--- config.mk ---
export PLATFORM = sky130hd
export DESIGN_NAME = instr_fetch_flat
export DESIGN_NICKNAME = d
export VERILOG_FILES = /design/src/rtl/cpu_pkg.sv /design/src/rtl/instr_fetch_if.sv /design/src/rtl/instr_fetch.sv /design/src/flat_wrapper.sv
export SDC_FILE = /design/constraint.sdc
export NUM_CORES = 1
export LEC_CHECK = 0
export ABC_AREA = 0
export BUFFER_PORTS_ARGS = -buffer_cell sky130_fd_sc_hd__buf_2
export CAP_MARGIN = 20
export CORE_AREA = 5 5 88 90
export DETAILED_ROUTE_END_ITERATION = 6
export DIE_AREA = 0 0 93 95
export PLACE_DENSITY = 0.77
export SLEW_MARGIN = 15
export SYNTH_ARGS = -nofsm -noshare
export SYNTH_HDL_FRONTEND = slang
export SYNTH_SLANG_ARGS = --single-unit
--- constraint.sdc ---
create_clock -name clk -period 6.2 [get_ports clk]
set_input_delay 0.93 -clock clk [delete_from_list [all_inputs] [get_ports clk]]
set_output_delay 0.93 -clock clk [all_outputs]
set_load 0.02 [all_outputs]
--- src/rtl/cpu_pkg.sv ---
// Shared CPU definitions: opcode encodings, default datapath widths and the
// fetch-stage state encoding.
package cpu_pkg;

  localparam int PC_W_DEF    = 16;
  localparam int INSTR_W_DEF = 16;
  localparam int OPCODE_W    = 4;

  localparam logic [OPCODE_W-1:0] OP_ADD  = 4'd0;
  localparam logic [OPCODE_W-1:0] OP_SUB  = 4'd1;
  localparam logic [OPCODE_W-1:0] OP_LT   = 4'd2;
  localparam logic [OPCODE_W-1:0] OP_OR   = 4'd3;
  localparam logic [OPCODE_W-1:0] OP_AND  = 4'd4;
  localparam logic [OPCODE_W-1:0] OP_SHL  = 4'd5;
  localparam logic [OPCODE_W-1:0] OP_ST   = 4'd6;
  localparam logic [OPCODE_W-1:0] OP_LD   = 4'd7;
  localparam logic [OPCODE_W-1:0] OP_SLI  = 4'd8;
  localparam logic [OPCODE_W-1:0] OP_BR   = 4'd9;
  localparam logic [OPCODE_W-1:0] OP_JUMP = 4'd10;

  // IDLE only follows reset; DRAIN waits out a read made obsolete by a redirect.
  typedef enum logic [1:0] {
    IDLE  = 2'd0,
    REQ   = 2'd1,
    HOLD  = 2'd2,
    DRAIN = 2'd3
  } fetch_state_e;

endpackage

--- src/rtl/instr_fetch_if.sv ---
// Fetch-stage bus bundle: instruction-memory read port, decode-stage output
// and the redirect input from branch/jump resolution.
//
// Handshakes:
//   imem: imem_req is held high with a stable imem_addr until imem_ack; the
//         read completes in the cycle imem_ack=1 (imem_rdata valid then).
//   id:   id_valid/id_instr/id_pc stay frozen until id_ready=1 is seen on a
//         rising edge while id_valid=1; that edge completes the transfer.
interface instr_fetch_if import cpu_pkg::*; #(
  parameter int PC_W    = PC_W_DEF,
  parameter int INSTR_W = INSTR_W_DEF
);

  logic                imem_req;
  logic [PC_W-1:0]     imem_addr;
  logic                imem_ack;
  logic [INSTR_W-1:0]  imem_rdata;

  logic                id_valid;
  logic                id_ready;
  logic [INSTR_W-1:0]  id_instr;
  logic [OPCODE_W-1:0] id_opcode;
  logic [PC_W-1:0]     id_pc;

  logic                redirect;
  logic [PC_W-1:0]     redirect_pc;

  // Fetch stage side.
  modport master (
    output imem_req, imem_addr, id_valid, id_instr, id_opcode, id_pc,
    input  imem_ack, imem_rdata, id_ready, redirect, redirect_pc
  );

  // Memory / decode / branch-resolution side.
  modport slave (
    input  imem_req, imem_addr, id_valid, id_instr, id_opcode, id_pc,
    output imem_ack, imem_rdata, id_ready, redirect, redirect_pc
  );

endinterface

--- src/rtl/instr_fetch.sv ---
// Instruction fetch stage: owns the PC, reads instruction memory one word at
// a time and hands each instruction (with its opcode) to decode. Redirects
// replace the PC; a read already in flight is drained and its data dropped.
module instr_fetch import cpu_pkg::*; #(
  parameter int              PC_W     = PC_W_DEF,
  parameter int              INSTR_W  = INSTR_W_DEF,
  parameter logic [PC_W-1:0] RESET_PC = '0
) (
  input  logic          clk,
  input  logic          rst,
  instr_fetch_if.master bus,
  output fetch_state_e  state_o
);

  fetch_state_e       state_q, state_d;
  logic [PC_W-1:0]    pc_q, pc_d;
  logic [PC_W-1:0]    stale_q, stale_d;
  logic               req_q, req_d;
  logic               valid_q, valid_d;
  logic [INSTR_W-1:0] instr_q, instr_d;
  logic [PC_W-1:0]    id_pc_q, id_pc_d;

  // Next-state and datapath updates; redirect outranks ack and id_ready.
  always_comb begin
    state_d = state_q;
    pc_d    = pc_q;
    stale_d = stale_q;
    req_d   = req_q;
    valid_d = valid_q;
    instr_d = instr_q;
    id_pc_d = id_pc_q;
    case (state_q)
      IDLE: begin
        state_d = REQ;
        req_d   = 1'b1;
      end
      REQ: begin
        if (bus.redirect) begin
          pc_d = bus.redirect_pc;
          if (!bus.imem_ack) begin
            // Memory still owes us the old read: keep presenting its address.
            stale_d = pc_q;
            state_d = DRAIN;
          end
        end else if (bus.imem_ack) begin
          instr_d = bus.imem_rdata;
          id_pc_d = pc_q;
          pc_d    = pc_q + PC_W'(1);
          valid_d = 1'b1;
          req_d   = 1'b0;
          state_d = HOLD;
        end
      end
      HOLD: begin
        if (bus.redirect) begin
          pc_d    = bus.redirect_pc;
          valid_d = 1'b0;
          req_d   = 1'b1;
          state_d = REQ;
        end else if (bus.id_ready) begin
          valid_d = 1'b0;
          req_d   = 1'b1;
          state_d = REQ;
        end
      end
      DRAIN: begin
        if (bus.redirect) begin
          pc_d = bus.redirect_pc;
        end else if (bus.imem_ack) begin
          state_d = REQ;
        end
      end
      default: begin
        state_d = IDLE;
        req_d   = 1'b0;
        valid_d = 1'b0;
      end
    endcase
  end

  // State and output registers; reset clears imem_req/id_valid immediately.
  always_ff @(posedge clk or posedge rst) begin
    if (rst) begin
      state_q <= IDLE;
      pc_q    <= RESET_PC;
      stale_q <= RESET_PC;
      req_q   <= 1'b0;
      valid_q <= 1'b0;
      instr_q <= '0;
      id_pc_q <= '0;
    end else begin
      state_q <= state_d;
      pc_q    <= pc_d;
      stale_q <= stale_d;
      req_q   <= req_d;
      valid_q <= valid_d;
      instr_q <= instr_d;
      id_pc_q <= id_pc_d;
    end
  end

  assign bus.imem_req  = req_q;
  assign bus.imem_addr = (state_q == DRAIN) ? stale_q : pc_q;
  assign bus.id_valid  = valid_q;
  assign bus.id_instr  = instr_q;
  assign bus.id_opcode = instr_q[INSTR_W-1 -: OPCODE_W];
  assign bus.id_pc     = id_pc_q;
  assign state_o       = state_q;

endmodule

--- src/flat_wrapper.sv ---
// flat-port wrapper written by rule: the top's interface ports become plain ports
module instr_fetch_flat import cpu_pkg::*;
#(
  parameter int              PC_W     = PC_W_DEF,
  parameter int              INSTR_W  = INSTR_W_DEF,
  parameter logic [PC_W-1:0] RESET_PC = '0
)
  (clk, rst, state_o, bus_imem_req, bus_imem_addr, bus_id_valid, bus_id_instr, bus_id_opcode, bus_id_pc, bus_imem_ack, bus_imem_rdata, bus_id_ready, bus_redirect, bus_redirect_pc);
  instr_fetch_if #(.PC_W(PC_W), .INSTR_W(INSTR_W)) bus_i ();
  input  logic clk;
  input  logic rst;
  output fetch_state_e state_o;
  output wire logic [$bits(bus_i.imem_req)-1:0] bus_imem_req;
  output wire logic [$bits(bus_i.imem_addr)-1:0] bus_imem_addr;
  output wire logic [$bits(bus_i.id_valid)-1:0] bus_id_valid;
  output wire logic [$bits(bus_i.id_instr)-1:0] bus_id_instr;
  output wire logic [$bits(bus_i.id_opcode)-1:0] bus_id_opcode;
  output wire logic [$bits(bus_i.id_pc)-1:0] bus_id_pc;
  input wire logic [$bits(bus_i.imem_ack)-1:0] bus_imem_ack;
  input wire logic [$bits(bus_i.imem_rdata)-1:0] bus_imem_rdata;
  input wire logic [$bits(bus_i.id_ready)-1:0] bus_id_ready;
  input wire logic [$bits(bus_i.redirect)-1:0] bus_redirect;
  input wire logic [$bits(bus_i.redirect_pc)-1:0] bus_redirect_pc;
  assign bus_imem_req = bus_i.imem_req;
  assign bus_imem_addr = bus_i.imem_addr;
  assign bus_id_valid = bus_i.id_valid;
  assign bus_id_instr = bus_i.id_instr;
  assign bus_id_opcode = bus_i.id_opcode;
  assign bus_id_pc = bus_i.id_pc;
  assign bus_i.imem_ack = bus_imem_ack;
  assign bus_i.imem_rdata = bus_imem_rdata;
  assign bus_i.id_ready = bus_id_ready;
  assign bus_i.redirect = bus_redirect;
  assign bus_i.redirect_pc = bus_redirect_pc;
  instr_fetch #(.PC_W(PC_W), .INSTR_W(INSTR_W), .RESET_PC(RESET_PC)) u_core (.clk(clk), .rst(rst), .bus(bus_i), .state_o(state_o));
endmodule
==> flow_summary.toml <==
[synth]
synth_fp_nets = 380
synth-seq-area-share_pct = 51.05
synthTopCellsByCount = "100 x sky130_fd_sc_hd__nand2_1, 68 x sky130_fd_sc_hd__dfrtp_1, 32 x sky130_fd_sc_hd__mux2_2"
asyncSetResetFlopFracSynth_pct = 100.0
synthFlopType = "sky130_fd_sc_hd__dfrtp_1"
edff_count_synth = 0
post-synth-top-count-cell = "sky130_fd_sc_hd__nand2_1"
ys_top_cells_by_area = "sky130_fd_sc_hd__dfrtp_1 51%, sky130_fd_sc_hd__nand2_1 11%, sky130_fd_sc_hd__mux2_2 11%"
synthDominantCellAreaShare_pct = 51.05
synth_seq_cells = 68
yosys.area.top_type = "sky130_fd_sc_hd__dfrtp_1"
yosys_warnings = 0
post_synth_inst_count = 342
synth.lib_cells_used.distinct = 50
post_synth.cell_area_avg_um2 = 9.746
netlist_area_um2 = 3333

[sta]
timing.max_slew.rel_slack_pct = 42.45
max_freq_ghz = 0.3072
tightestPinTransition_ns = 0.8633
rsz0062_at_grt = "no"
final_max_slew_viol_count = 0
totalNegativeSetupSlack_ns = 0
fin_crit_ns = 3.256
skew_ns = 0.008118
hold_viol_final = 0
post-route-period-util_pct = 52.51
final-setup-viol-count = 0

[die]
total_die_area_um2 = 8835
floorplan.rows = 31
chipHeight_um = 95
die_width_um = 93
start_util_pct = 47.74
floorplan.core_area_um2 = 6982
io_pins = 93

[clock_tree]
clock_insertion_delay_worst_skew_ns = 0.35
cts_made_buffers = 9
resize_count_post_cts = 0
cts_setup_buffers = 0
clock_pin_transition_on_the_worst_setup_and_hold_timing_paths_ns = 0.07
clock_sink_count = 68
htree_levels = 3
cts.path.max_buffers = 2
cts_tree = "done"
postCtsHoldBufs = 0
clk_root_buffer_cell = "sky130_fd_sc_hd__clkbuf_8"

[setup_path]
type_of_element_launching_the_critical_path = "flop"
crit_path_max_fanout = 18
crit_path_end_kind = "output port"
timing.critical_path.required_ns = 5.27
worst-setup-path-type = "flop to output port"
cp_data_arrival_time_ns = 2.33

[worst_hold_path]
timing.hold.worst.class = "flop to flop"

[global_routing]
antenna_violations_before_repair = 0
grt_remaining_overflow = 0
number_of_global_route_vias_before_repair = 2696
grt_first_pass_wirelength_um = 13190
track_usage_pct = 19.24
maximum_number_of_pins_on_one_net_before_global_route_repair = 69

[final_layout]
final_nets = 458
area_delta_synth_final_pct = 18.77
drive_gt1_share_pct = 35.61
finish.cell_count_without_fillers = 506
antenna-diode-count = 0

[pwr]
static_leakage_nw = 1.972
power_mw = 1.913
peak_vdd_ir_mv = 0.2123
power.density_nw_per_um2 = 483.1

[drt]
vias_per_cell = 5.439
vias = 2752
detail-route-antenna-nets = 0
route.detailed.wl_per_inst_um = 15.93
detail_route.drc_violations = 0
drt_iter0_markers = 211
detail_route.wirelength_um = 8062
drt_first_pass_iters = 4

[placed_design]
buffer_ports.inserted = 92
placed_cells = 491
hpwlAfterDp_um = 5590
gp_routability_congestion = 0.8161

[run]
max_cap_viol_count = 0

[run_status]
status = "finished clean"
## critical path, stage by stage, from the launching register on
cell and delay (ns):
sky130_fd_sc_hd__dfrtp_1 0.67, sky130_fd_sc_hd__nand2_1 0.65, sky130_fd_sc_hd__mux2_2 0.50, sky130_fd_sc_hd__buf_2 0.16
## state kept, by name, indices dropped and copies added, names as in the netlist
name and cells:
u_core.pc_q 16, u_core.stale_q 16, u_core.bus.id_valid 1, u_core.bus.id_instr 16, u_core.state_o 2, u_core.bus.imem_req 1
u_core.bus.id_pc 16
## kinds of logic (layout without fill, tap and decap cells)
kind of cell             count (synthesis)  in the layout  synth area share [%]
AND/OR/NAND/NOR                        148            148                 20.46
multiplexers                            35             35                 11.71
buffers and inverters                   33            115                 5.331
adder cells (fa/ha/maj)                  2              2                0.6756
flip-flops                              68             68                 51.05
AO/OA/AOI/OAI                           56             56                 10.77
## cell type report
cell class / count / area [µm²]
Clock buffer: 14 / 182.7
Clock inverter: 1 / 5.005
Fill cell: 624 / 3023
Inverter: 6 / 22.52
Multi-Input combinational cell: 241 / 1469
Sequential cell: 68 / 1702
Tap cell: 82 / 102.6
Timing Repair Buffer: 94 / 475.5
## metal layers
layer / vias to the layer above / global-route usage [%] / wire, µm
met4: 0 / 9.646 / 187
met2: 53 / 32.03 / 4115
met1: 1347 / 24.21 / 3489
li1: 1336 / - / -
met5: - / 0 / 0
met3: 16 / 3.347 / 270
## per-stage QoR
stage,hold WS (ns),setup WS (ns),area [µm²],util (%)
final,0.4747,2.944,3959,56.70
after global routing,0.4982,2.821,3959,56.70
after CTS,0.4781,2.917,3959,56.70
after detailed placement,0.4619,3.315,3771,54.01
after global placement,0.4555,3.418,3771,54.01
after floorplan,0.4766,3.558,3333,-
## worst paths after layout
path | startpoint | to | cells past startpoint | slack (ns)
hold reg to reg | u_core.bus.id_pc[13] | u_core.bus.id_pc[13] | 2 | 0.47
setup reg to reg | u_core.state_o[1] | u_core.pc_q[12] | 5 | 4.05
hold / removal | u_core.bus.id_pc[13] | u_core.bus.id_pc[13] | 2 | 0.47
max in group asynchronous | rst | u_core.stale_q[1] | 3 | 4.80
setup / recovery | u_core.state_o[1] | bus_imem_addr[0] | 3 | 2.94
min in group asynchronous | rst | u_core.bus.id_instr[12] | 3 | 0.84
## power by group
part / internal (mW) / switching (mW) / leakage [nW]
logic: 0.313 / 0.476 / 1.06
clock network: 0.186 / 0.157 / 0.0986
registers: 0.628 / 0.152 / 0.815
## cell usage in the layout, fill, tap and decap left out, drive strengths merged, types with 2 or more instances in the layout
cell type,n
nand2b,2
nand4,4
o22a,5
a31oi,5
buf,94
o21ai,18
nor3b,2
inv,6
nor2,10
a32oi,2
nor4,3
dfrtp,68
clkbuf,14
nand3,7
o22ai,3
a21oi,12
nand2,100
and4,2
mux2i,3
o31a,2
or2,3
and3,3
mux2,32
nor3,4
Note: power is estimated with default switching activity, not from simulation.
